File: config.mk
export PLATFORM = sky130hd
export DESIGN_NAME = crc_frame_sequencer_flat
export DESIGN_NICKNAME = d
export VERILOG_FILES = /design/src/rtl/crc_frame_sequencer_pkg.sv /design/src/rtl/crc_frame_sequencer_if.sv /design/src/rtl/crc_frame_sequencer_out_fifo.sv /design/src/rtl/crc_frame_sequencer.sv /design/src/flat_wrapper.sv
export SDC_FILE = /design/constraint.sdc
export NUM_CORES = 1
export LEC_CHECK = 0
export ABC_AREA = 1
export CAP_MARGIN = 20
export CORE_MARGIN = 8
export CORE_UTILIZATION = 25
export DETAILED_ROUTE_END_ITERATION = 8
export DONT_BUFFER_PORTS = 1
export GPL_ROUTABILITY_DRIVEN = 0
export SYNTH_ARGS = -nofsm -noshare
export SYNTH_HDL_FRONTEND = slang
export SYNTH_SLANG_ARGS = --single-unit
File: constraint.sdc
create_clock -name clk -period 4.2 [get_ports clk]
set_clock_uncertainty 0.1 [all_clocks]
set_input_delay 0.63 -clock clk [delete_from_list [all_inputs] [get_ports clk]]
set_output_delay 0.63 -clock clk [all_outputs]
set_load 0.1 [all_outputs]
File: src/rtl/crc_frame_sequencer_pkg.sv
// crc_pkg: shared image defaults, FSM state codes and pipeline tag type for the frame sequencer
package crc_pkg;
    localparam int IMG_W_DEF      = 640;
    localparam int IMG_H_DEF      = 480;
    localparam int ADDR_W_DEF     = 19;
    localparam int PIPE_LAT_DEF   = 5;
    localparam int FIFO_DEPTH_DEF = 8;
    typedef enum logic [1:0] {IDLE = 2'd0, RUN = 2'd1, DRAIN = 2'd2} state_e;
    typedef struct packed {
        logic vld;
        logic sof;
        logic eol;
        logic eof;
    } pix_tag_t;
    function automatic int clog2_min1(input int v);
        return (v > 1) ? $clog2(v) : 1;
    endfunction
endpackage

File: src/rtl/crc_frame_sequencer_if.sv
// crc_frame_sequencer_if: tagged corrected-pixel stream with valid/ready handshake
interface crc_frame_sequencer_if;
    logic       out_valid;
    logic       out_ready;
    logic [7:0] out_data;
    logic       out_sof;
    logic       out_eol;
    logic       out_eof;
    modport master(output out_valid, out_data, out_sof, out_eol, out_eof, input out_ready);
    modport slave(input out_valid, out_data, out_sof, out_eol, out_eof, output out_ready);
endinterface

File: src/rtl/crc_frame_sequencer_out_fifo.sv
// crc_out_fifo: first-word fall-through FIFO with occupancy count and synchronous flush
module crc_out_fifo
    import crc_pkg::*;
#(
    parameter int DEPTH = 8,
    parameter int WIDTH = 11,
    localparam int CW = $clog2(DEPTH + 1),
    localparam int PW = clog2_min1(DEPTH)
) (
    input  logic             clk,
    input  logic             rst_n,
    input  logic             flush,
    input  logic             push,
    input  logic             pop,
    input  logic [WIDTH-1:0] wdata,
    output logic [WIDTH-1:0] rdata,
    output logic [CW-1:0]    count,
    output logic             full,
    output logic             empty
);
    logic [WIDTH-1:0] mem_q [DEPTH];
    logic [PW-1:0]    wr_q, wr_d, rd_q, rd_d;
    logic [CW-1:0]    count_q, count_d;
    logic             do_push, do_pop;

    always_comb begin
        do_pop  = pop && !empty;
        do_push = push && (!full || do_pop);
        wr_d    = flush ? '0 : do_push ? ((wr_q == PW'(DEPTH - 1)) ? '0 : wr_q + 1'b1) : wr_q;
        rd_d    = flush ? '0 : do_pop ? ((rd_q == PW'(DEPTH - 1)) ? '0 : rd_q + 1'b1) : rd_q;
        count_d = flush ? '0 : count_q + CW'(do_push) - CW'(do_pop);
    end

    always_ff @(posedge clk or negedge rst_n) begin
        if (!rst_n) begin
            wr_q    <= '0;
            rd_q    <= '0;
            count_q <= '0;
        end else begin
            wr_q    <= wr_d;
            rd_q    <= rd_d;
            count_q <= count_d;
        end
    end

    always_ff @(posedge clk) begin
        if (do_push && !flush) mem_q[wr_q] <= wdata;
    end

    assign rdata = mem_q[rd_q];
    assign count = count_q;
    assign empty = count_q == '0;
    assign full  = count_q == CW'(DEPTH);
endmodule

File: src/rtl/crc_frame_sequencer.sv
// crc_frame_sequencer: issues raster pixel indices under FIFO credit and tags returning corrected pixels
module crc_frame_sequencer
    import crc_pkg::*;
#(
    parameter int IMG_W      = IMG_W_DEF,
    parameter int IMG_H      = IMG_H_DEF,
    parameter int ADDR_W     = ADDR_W_DEF,
    parameter int PIPE_LAT   = PIPE_LAT_DEF,
    parameter int FIFO_DEPTH = FIFO_DEPTH_DEF
) (
    input  logic                  clk,
    input  logic                  rst_n,
    input  logic                  start,
    input  logic                  abort,
    output logic [ADDR_W-1:0]     cnt,
    input  logic [7:0]            pix_data,
    crc_frame_sequencer_if.master out,
    output logic                  busy,
    output logic                  done,
    output logic                  ovf_err
);
    localparam int XW   = clog2_min1(IMG_W);
    localparam int YW   = clog2_min1(IMG_H);
    localparam int CW   = $clog2(FIFO_DEPTH + 1);
    localparam int LW   = $clog2(PIPE_LAT + 1);
    localparam int NPIX = IMG_W * IMG_H;

    logic [1:0]              state_q, state_d;
    logic [ADDR_W-1:0]       cnt_q, cnt_d;
    logic [XW-1:0]           x_q, x_d;
    logic [YW-1:0]           y_q, y_d;
    pix_tag_t [PIPE_LAT-1:0] pipe_q, pipe_d;
    logic                    done_q, done_d, ovf_q, ovf_d;
    logic [LW-1:0]           inflight;
    logic [CW-1:0]           fifo_count;
    logic [10:0]             fifo_rdata;
    logic                    fifo_full, fifo_empty;
    logic                    issue, last, eol, push, pop;
    pix_tag_t                tag_in, tag_out;

    always_comb begin
        inflight = '0;
        for (int i = 0; i < PIPE_LAT; i++) inflight = inflight + LW'(pipe_q[i].vld);
    end

    // Every in-flight pixel holds a FIFO slot, since the datapath cannot be stalled.
    assign issue   = (state_q == RUN) && (int'(fifo_count) + int'(inflight) < FIFO_DEPTH);
    assign last    = cnt_q == ADDR_W'(NPIX - 1);
    assign eol     = x_q == XW'(IMG_W - 1);
    assign tag_in  = issue ? {1'b1, cnt_q == '0, eol, last} : '0;
    assign tag_out = pipe_q[PIPE_LAT-1];
    assign push    = tag_out.vld;
    assign pop     = !fifo_empty && out.out_ready;

    always_comb begin
        state_d   = state_q;
        cnt_d     = cnt_q;
        x_d       = x_q;
        y_d       = y_q;
        done_d    = 1'b0;
        ovf_d     = ovf_q || (push && fifo_full && !pop && !abort);
        pipe_d[0] = tag_in;
        for (int i = 1; i < PIPE_LAT; i++) pipe_d[i] = pipe_q[i-1];
        if (issue) begin
            cnt_d   = last ? '0 : cnt_q + 1'b1;
            x_d     = (last || eol) ? '0 : x_q + 1'b1;
            y_d     = last ? '0 : y_q + YW'(eol);
            state_d = last ? DRAIN : RUN;
        end
        if (state_q == IDLE && start) state_d = RUN;
        if (state_q == DRAIN && pop && out.out_eof && inflight == '0) begin
            state_d = IDLE;
            done_d  = 1'b1;
        end
        if (abort) begin
            state_d = IDLE;
            cnt_d   = '0;
            x_d     = '0;
            y_d     = '0;
            pipe_d  = '0;
            done_d  = 1'b0;
        end
    end

    always_ff @(posedge clk or negedge rst_n) begin
        if (!rst_n) begin
            state_q <= IDLE;
            cnt_q   <= '0;
            x_q     <= '0;
            y_q     <= '0;
            pipe_q  <= '0;
            done_q  <= 1'b0;
            ovf_q   <= 1'b0;
        end else begin
            state_q <= state_d;
            cnt_q   <= cnt_d;
            x_q     <= x_d;
            y_q     <= y_d;
            pipe_q  <= pipe_d;
            done_q  <= done_d;
            ovf_q   <= ovf_d;
        end
    end

    crc_out_fifo #(.DEPTH(FIFO_DEPTH), .WIDTH(11)) u_fifo (
        .clk   (clk),
        .rst_n (rst_n),
        .flush (abort),
        .push  (push),
        .pop   (pop),
        .wdata ({pix_data, tag_out.sof, tag_out.eol, tag_out.eof}),
        .rdata (fifo_rdata),
        .count (fifo_count),
        .full  (fifo_full),
        .empty (fifo_empty)
    );

    assign out.out_valid = !fifo_empty;
    assign {out.out_data, out.out_sof, out.out_eol, out.out_eof} = fifo_empty ? '0 : fifo_rdata;
    assign cnt     = cnt_q;
    assign busy    = state_q != IDLE;
    assign done    = done_q;
    assign ovf_err = ovf_q;
endmodule

File: src/flat_wrapper.sv
// flat-port wrapper written by rule: the top's interface ports become plain ports
module crc_frame_sequencer_flat import crc_pkg::*;
#(
    parameter int IMG_W      = IMG_W_DEF,
    parameter int IMG_H      = IMG_H_DEF,
    parameter int ADDR_W     = ADDR_W_DEF,
    parameter int PIPE_LAT   = PIPE_LAT_DEF,
    parameter int FIFO_DEPTH = FIFO_DEPTH_DEF
)
  (clk, rst_n, start, abort, cnt, pix_data, busy, done, ovf_err, out_out_valid, out_out_data, out_out_sof, out_out_eol, out_out_eof, out_out_ready);
  crc_frame_sequencer_if out_i ();
  input  logic clk;
  input  logic rst_n;
  input  logic start;
  input  logic abort;
  output logic [ADDR_W-1:0] cnt;
  input  logic [7:0] pix_data;
  output logic busy;
  output logic done;
  output logic ovf_err;
  output wire logic [$bits(out_i.out_valid)-1:0] out_out_valid;
  output wire logic [$bits(out_i.out_data)-1:0] out_out_data;
  output wire logic [$bits(out_i.out_sof)-1:0] out_out_sof;
  output wire logic [$bits(out_i.out_eol)-1:0] out_out_eol;
  output wire logic [$bits(out_i.out_eof)-1:0] out_out_eof;
  input wire logic [$bits(out_i.out_ready)-1:0] out_out_ready;
  assign out_out_valid = out_i.out_valid;
  assign out_out_data = out_i.out_data;
  assign out_out_sof = out_i.out_sof;
  assign out_out_eol = out_i.out_eol;
  assign out_out_eof = out_i.out_eof;
  assign out_i.out_ready = out_out_ready;
  crc_frame_sequencer #(.IMG_W(IMG_W), .IMG_H(IMG_H), .ADDR_W(ADDR_W), .PIPE_LAT(PIPE_LAT), .FIFO_DEPTH(FIFO_DEPTH)) u_core (.clk(clk), .rst_n(rst_n), .start(start), .abort(abort), .cnt(cnt), .pix_data(pix_data), .out(out_i), .busy(busy), .done(done), .ovf_err(ovf_err));
endmodule
After elaboration in Yosys (flattened, before gate mapping)
Memories as Yosys holds them, arrays and structs flattened.
Cells that the tools add are included.
Widths: inputs -> output; s select.
{ "totals": {"ff_bits": 63, "latchBits": 0, "ramBits": 88, "rom_bits": 0, "inputBits": 13, "elab_cells": 101, "memories": 1} }
{ "op_classes": {"addsub": 11, "mul": 0, "n_div": 0, "n_lt_le_gt_ge": 1, "n_eq_ne": 7, "n_shift": 0, "muxes": 25, "n_bitwise": 0, "reduce_logical": 28} }
{ "mem_list": {"columns": ["memory", "words", "width", "read_ports", "rd_ports_with_merged_regs", "wr", "line_no", "source"], "rows": [
  ["u_core.u_fifo.mem_q", 8, 11, 1, 0, 1, "crc_frame_sequencer_out_fifo.sv:21", "logic [WIDTH-1:0] mem_q [DEPTH];"]
]} }
{ "op_table": {"columns": ["op", "n"], "rows": [
  ["$mux 19", 3],
  ["$lt 32x5->1 const B", 1],
  ["$mux 10", 3],
  ["$mux 20", 1],
  ["$add 19x1->19 const B", 1],
  ["$eq 19x19->1 const B", 1],
  ["$logic_not 19->1", 1],
  ["$mux 3", 6],
  ["$logic_and 1x1->1", 12],
  ["$mux 11", 1],
  ["$add 10x1->10 const B", 1],
  ["$eq 10x10->1 const B", 1],
  ["$mux 2", 5],
  ["$add 3x1->3", 3],
  ["$mux 4", 2],
  ["$reduce_bool 2->1", 4],
  ["$add 3x1->3 const B", 2],
  ["$eq 3x3->1 const B", 2],
  ["$add 4x3->5", 1],
  ["$add 4x1->4", 1],
  ["$eq 4x4->1 const B", 1],
  ["$logic_not 1->1", 4],
  ["$logic_not 4->1", 1],
  ["$mux 1", 4],
  ["8 further kinds", 10]
]} }

Logic depth before layout (Yosys ltp)
{ "depth": {"depth_word": 11, "mapped_depth": 16, "ltp_nobuf": 16} }

By module
From an unflattened synthesis, not the netlist that was laid out.
{ "unflattened": {"hier_cells": 767, "area_unflattened_um2": 7193.1} }
{ "modules_own_cells": {"columns": ["mod", "instances", "cells_per_inst", "area_each_um2"], "rows": [
  ["crc_out_fifo", 1, 363, 4207.8],
  ["crc_frame_sequencer", 1, 404, 2985.4]
]} }

Worst setup path before layout
Ideal clock, no wire load.
{ "synth_timing": {"path_type": "register to output", "startpoint": "register u_core.u_fifo.count_q[2], in the netlist u_core.u_fifo.count[2]", "endpoint": "output out_out_data[0]", "t_arrival_ns": 3.203, "required_ns": 3.470, "setup_slack_ns": 0.267, "path_stages_with_launch": 7, "cell_sequence": "dfrtp_1 inv_1 ha_1 nand2_1 clkbuf_1 o21ai_0 nor2_1"} }
{ "synth_via": {"elab_chain_cells": 2} }
{ "synth_lines": {"columns": ["element", "line_no", "source"], "rows": [
  ["start: declaration", "crc_frame_sequencer_out_fifo.sv:23", "logic [CW-1:0] count_q, count_d;"],
  ["start signal: assignment", "crc_frame_sequencer_out_fifo.sv:42", "count_q <= count_d;"],
  ["$logic_not 4->1", "crc_frame_sequencer_out_fifo.sv:52", "assign empty = count_q == '0;"],
  ["$mux 11", "crc_frame_sequencer.sv:119", "assign {out.out_data, out.out_sof, out.out_eol, out.out_eof} = fifo_empty ? '0 : fifo_rdata;"],
  ["end: declaration", "flat_wrapper.sv:22", "output wire logic [$bits(out_i.out_data)-1:0] out_out_data;"]
]} }
Every way passes these cells.

Worst setup path after layout
{ "layout_timing": {"startpoint": "register u_core.pipe_q[3] (netlist name)", "endpoint": "register u_core.cnt_q[13], in the netlist u_core.cnt[13]"} }
{ "layout_via": {"elab_chain_cells": 8} }
{ "layout_lines": {"columns": ["element", "line_no", "source"], "rows": [
  ["start: declaration", "crc_frame_sequencer.sv:32", "pix_tag_t [PIPE_LAT-1:0] pipe_q, pipe_d;"],
  ["start signal: assignment", "crc_frame_sequencer.sv:99", "pipe_q <= pipe_d;"],
  ["$add 1x1->2", "crc_frame_sequencer.sv:43", "for (int i = 0; i < PIPE_LAT; i++) inflight = inflight + LW'(pipe_q[i].vld);"],
  ["$add 3x1->3 (3 in series)", "crc_frame_sequencer.sv:43", null],
  ["$add 4x3->5", "crc_frame_sequencer.sv:47", "assign issue = (state_q == RUN) && (int'(fifo_count) + int'(inflight) < FIFO_DEPTH);"],
  ["$lt 32x5->1", "crc_frame_sequencer.sv:47", null],
  ["$logic_and 1x1->1", "crc_frame_sequencer.sv:47", null],
  ["$reduce_bool 2->1 (no line)", null, null],
  ["end signal: assignment", "crc_frame_sequencer.sv:96", "cnt_q <= cnt_d;"],
  ["end: declaration", "crc_frame_sequencer.sv:29", "logic [ADDR_W-1:0] cnt_q, cnt_d;"]
]} }
Every way passes these cells.
A chain may end at the register's enable or synchronous reset.

==> out/qor.yml <==
outcome:
  status: "complete, no violations"
yosys:
  synth_xor_area_share_pct: 2.38
  synth-simple-area-share_pct: 19.4
  avgSynthCellArea_um2: 10.2
  ys_warn_count: 0
  synth_common_cells: "115 x nor2_1, 111 x nand2_1, 88 x edfxtp_1"
  synth_area_um2: 6980
  synthAdderAreaFrac_pct: 3.91
  synth_ff_type: "edfxtp_1"
  muxShareOfSynthArea_pct: 0
  yosys.area.top_type: "edfxtp_1"
  async_flop_share_pct: 41.7
  yosysMostFrequentCell: "nor2_1"
  synth-edff-count: 88
  ys_ff_latch: 151
  netlist.area_leader.share_pct: 37.8
  synth_top_family_by_area: "simple AND/OR/NAND/NOR gates"
  syn-instance-count: 687
  synth_compound_area_share_pct: 8.28
  synth_fp_nets: 720
  ys_types: 35
  synth_seq_area_share_pct: 60.4
  synth_area_leaders: "edfxtp_1 38%, dfrtp_1 23%, nor2_1 6.2%"
global_route:
  antenna_found_initial: 0
  grtUsageTotal_pct: 9.62
  grt_pass1_vias: 4686
  grt_overflow: 0
  grt_max_degree: 64
  grt_pass1_wl_um: 25300
clocking:
  ctsResizeCount: 0
  postCtsSetupBuffers: 0
  clockRootBuffer: "clkbuf_16"
  numClockSinks: 151
  clk_path_buf_depth: 2
  htreeDepth: 4
  numCtsBuffers: 17
  clk_pin_slew_ns: 0.06
  insertion_delay_ns: 0.42
  cts_tree: "done"
setup_path:
  path_class: "flop to flop"
  crit_fanout: 25
  cp-start-kind: "flop"
  cp-end-kind: "flop"
  cp.arrival_ns: 3.67
  rrSetupSlack_ns: 0.78
  cp.required_ns: 4.44
floorplanning:
  io_pins: 47
  die-area_um2: 33500
  fp.coreArea_um2: 27600
  die-width_um: 183
  num_rows: 61
  start_util_pct: 25.3
  die_y_um: 183
drt:
  wl_um: 15300
  drtIter0Drc: 313
  drc_errors: 0
  routed-via-count: 4748
  wl_per_cell_um: 13.9
  viasPerCell: 4.30
  ant_nets: 0
  firstDrtPassIters: 4
sta:
  whs_ns: 0.170
  finalCritPeriodShare_pct: 81.5
  finalSetupTns_ns: 0
  relSlewSlack_pct: 26.8
  setup_viol: 0
  fmax_ghz: 0.292
  rsz0062_at_grt: "no"
  fin_crit_ns: 3.42
  finalMaxSlewViolations: 0
  tightest_slew_ns: 1.10
  hold_viol: 0
cells_and_area:
  area_growth_pct: 17.6
  nFillCells: 2901
  nets: 747
  drive_gt1_share_pct: 15.4
  diodes: 0
power:
  peakVddDrop_mv: 0.218
  leakage_nw: 3.22
  p_per_area_nw_per_um2: 575
worst_hold_path:
  min_path_type: "input port to flop"
placement:
  port_buffers: 0
  hpwlAfterDp_um: 9700
run:
  maxCapViolCount: 0
==> state kept, by name (all words and copies together), names as in the netlist <==
| name | flops |
|---|---|
| u_core.done | 1 |
| u_core.state_q | 2 |
| u_core.u_fifo.rd_q | 3 |
| u_core.u_fifo.count | 4 |
| u_core.cnt | 19 |
| u_core.ovf_err | 1 |
| u_core.x_q | 10 |
| u_core.push | 1 |
| u_core.u_fifo.mem_q | 88 |
| u_core.u_fifo.wr_q | 3 |
| u_core.pipe_q | 19 |
==> report_power, final <==
part	internal [mW]	leakage (nW)	total (mW)	switching [mW]
logic	0.366	1.29	1.64	1.27
registers	1.61	1.67	1.66	0.0492
clock network	0.773	0.262	1.42	0.649
total	2.75	3.22	4.72	1.97
==> stage by stage <==
| step | setup WS [ns] | instance area, µm² | utilization (%) | cells | total power, mW |
|---|---|---|---|---|---|
| 4_1_cts | 0.715 | 8150 | 29.5 | 1103 | 4.77 |
| 6_report | 0.775 | 8210 | 29.7 | 1105 | 4.72 |
| 3_3_place_gp | 0.828 | 7570 | 27.4 | 1069 | 3.31 |
| 3_5_place_dp | 0.732 | 7570 | 27.4 | 1069 | 3.33 |
| 5_1_grt | 0.554 | 8210 | 29.7 | 1105 | 4.96 |
| 2_1_floorplan | 0.267 | 6980 | - | 687 | 2.95 |
==> critical path, stage by stage (launching register included) <==
cell and delay [ns]:
dfrtp_1 0.39, ha_1 0.28, inv_1 0.05, fa_1 0.47
inv_1 0.04, ha_1 0.18, fa_1 0.46, ha_1 0.29
nand3_1 0.07, nand2_1 0.06, nand2_1 0.08, nand2_2 0.12
nand2_2 0.13, inv_2 0.37, nand2_1 0.09, a21oi_1 0.17
==> per-layer routing <==
metal | up-vias | part of all wire, % | global-route usage (%)
met5 | - | 0 | 0
met3 | 16 | 6.9 | 3.32
met1 | 2274 | 44 | 12.0
met2 | 106 | 48 | 15.4
li1 | 2352 | - | -
met4 | 0 | 1.0 | 3.16
==> logic make-up after synthesis <==
group,Yosys count
buffers and inverters,95
AND/OR/NAND/NOR,303
adder cells (fa/ha/maj),20
AO/OA/AOI/OAI,99
XOR/XNOR,19
flip-flops,151
==> placed cells by master, fill, tap and decap left out, types with 13 or more instances in the layout <==
master / instances
edfxtp_1: 88
o22ai_1: 21
nor2_2: 13
buf_4: 30
o21ai_0: 49
ha_1: 17
dfrtp_1: 63
nand3_1: 34
nand2_1: 111
inv_1: 61
nor2_1: 105
xor2_1: 15
clkbuf_16: 17
==> cell type report <==
class	count	area (µm²)	share of cell area (%)
sequential	151	4220	51.4
multi-input combinational	441	2400	29.2
tap	378	473	5.76
clock buffer	19	433	5.27
timing repair buffer	34	318	3.87
inverter	69	259	3.16
clock inverter	13	110	1.34
==> final timing paths <==
path / start / endpoint / cells after the start
setup / recovery: u_core.pipe_q[3] / u_core.cnt[13] / 15
min in group asynchronous: rst_n / u_core.cnt[18] / 2
hold reg to reg: u_core.pipe_q[14] / u_core.pipe_q[18] / 2
setup reg to reg: u_core.pipe_q[3] / u_core.cnt[13] / 15
hold / removal: abort / u_core.pipe_q[16] / 1
max in group asynchronous: rst_n / u_core.state_q[0] / 2
==> timing repair <==
item,CTS,global route
hold buffers,2,0
setup endpoints to repair,0,0
endpoints found under the hold margin,63,0
No activity file was read; power rests on OpenSTA's default activity.
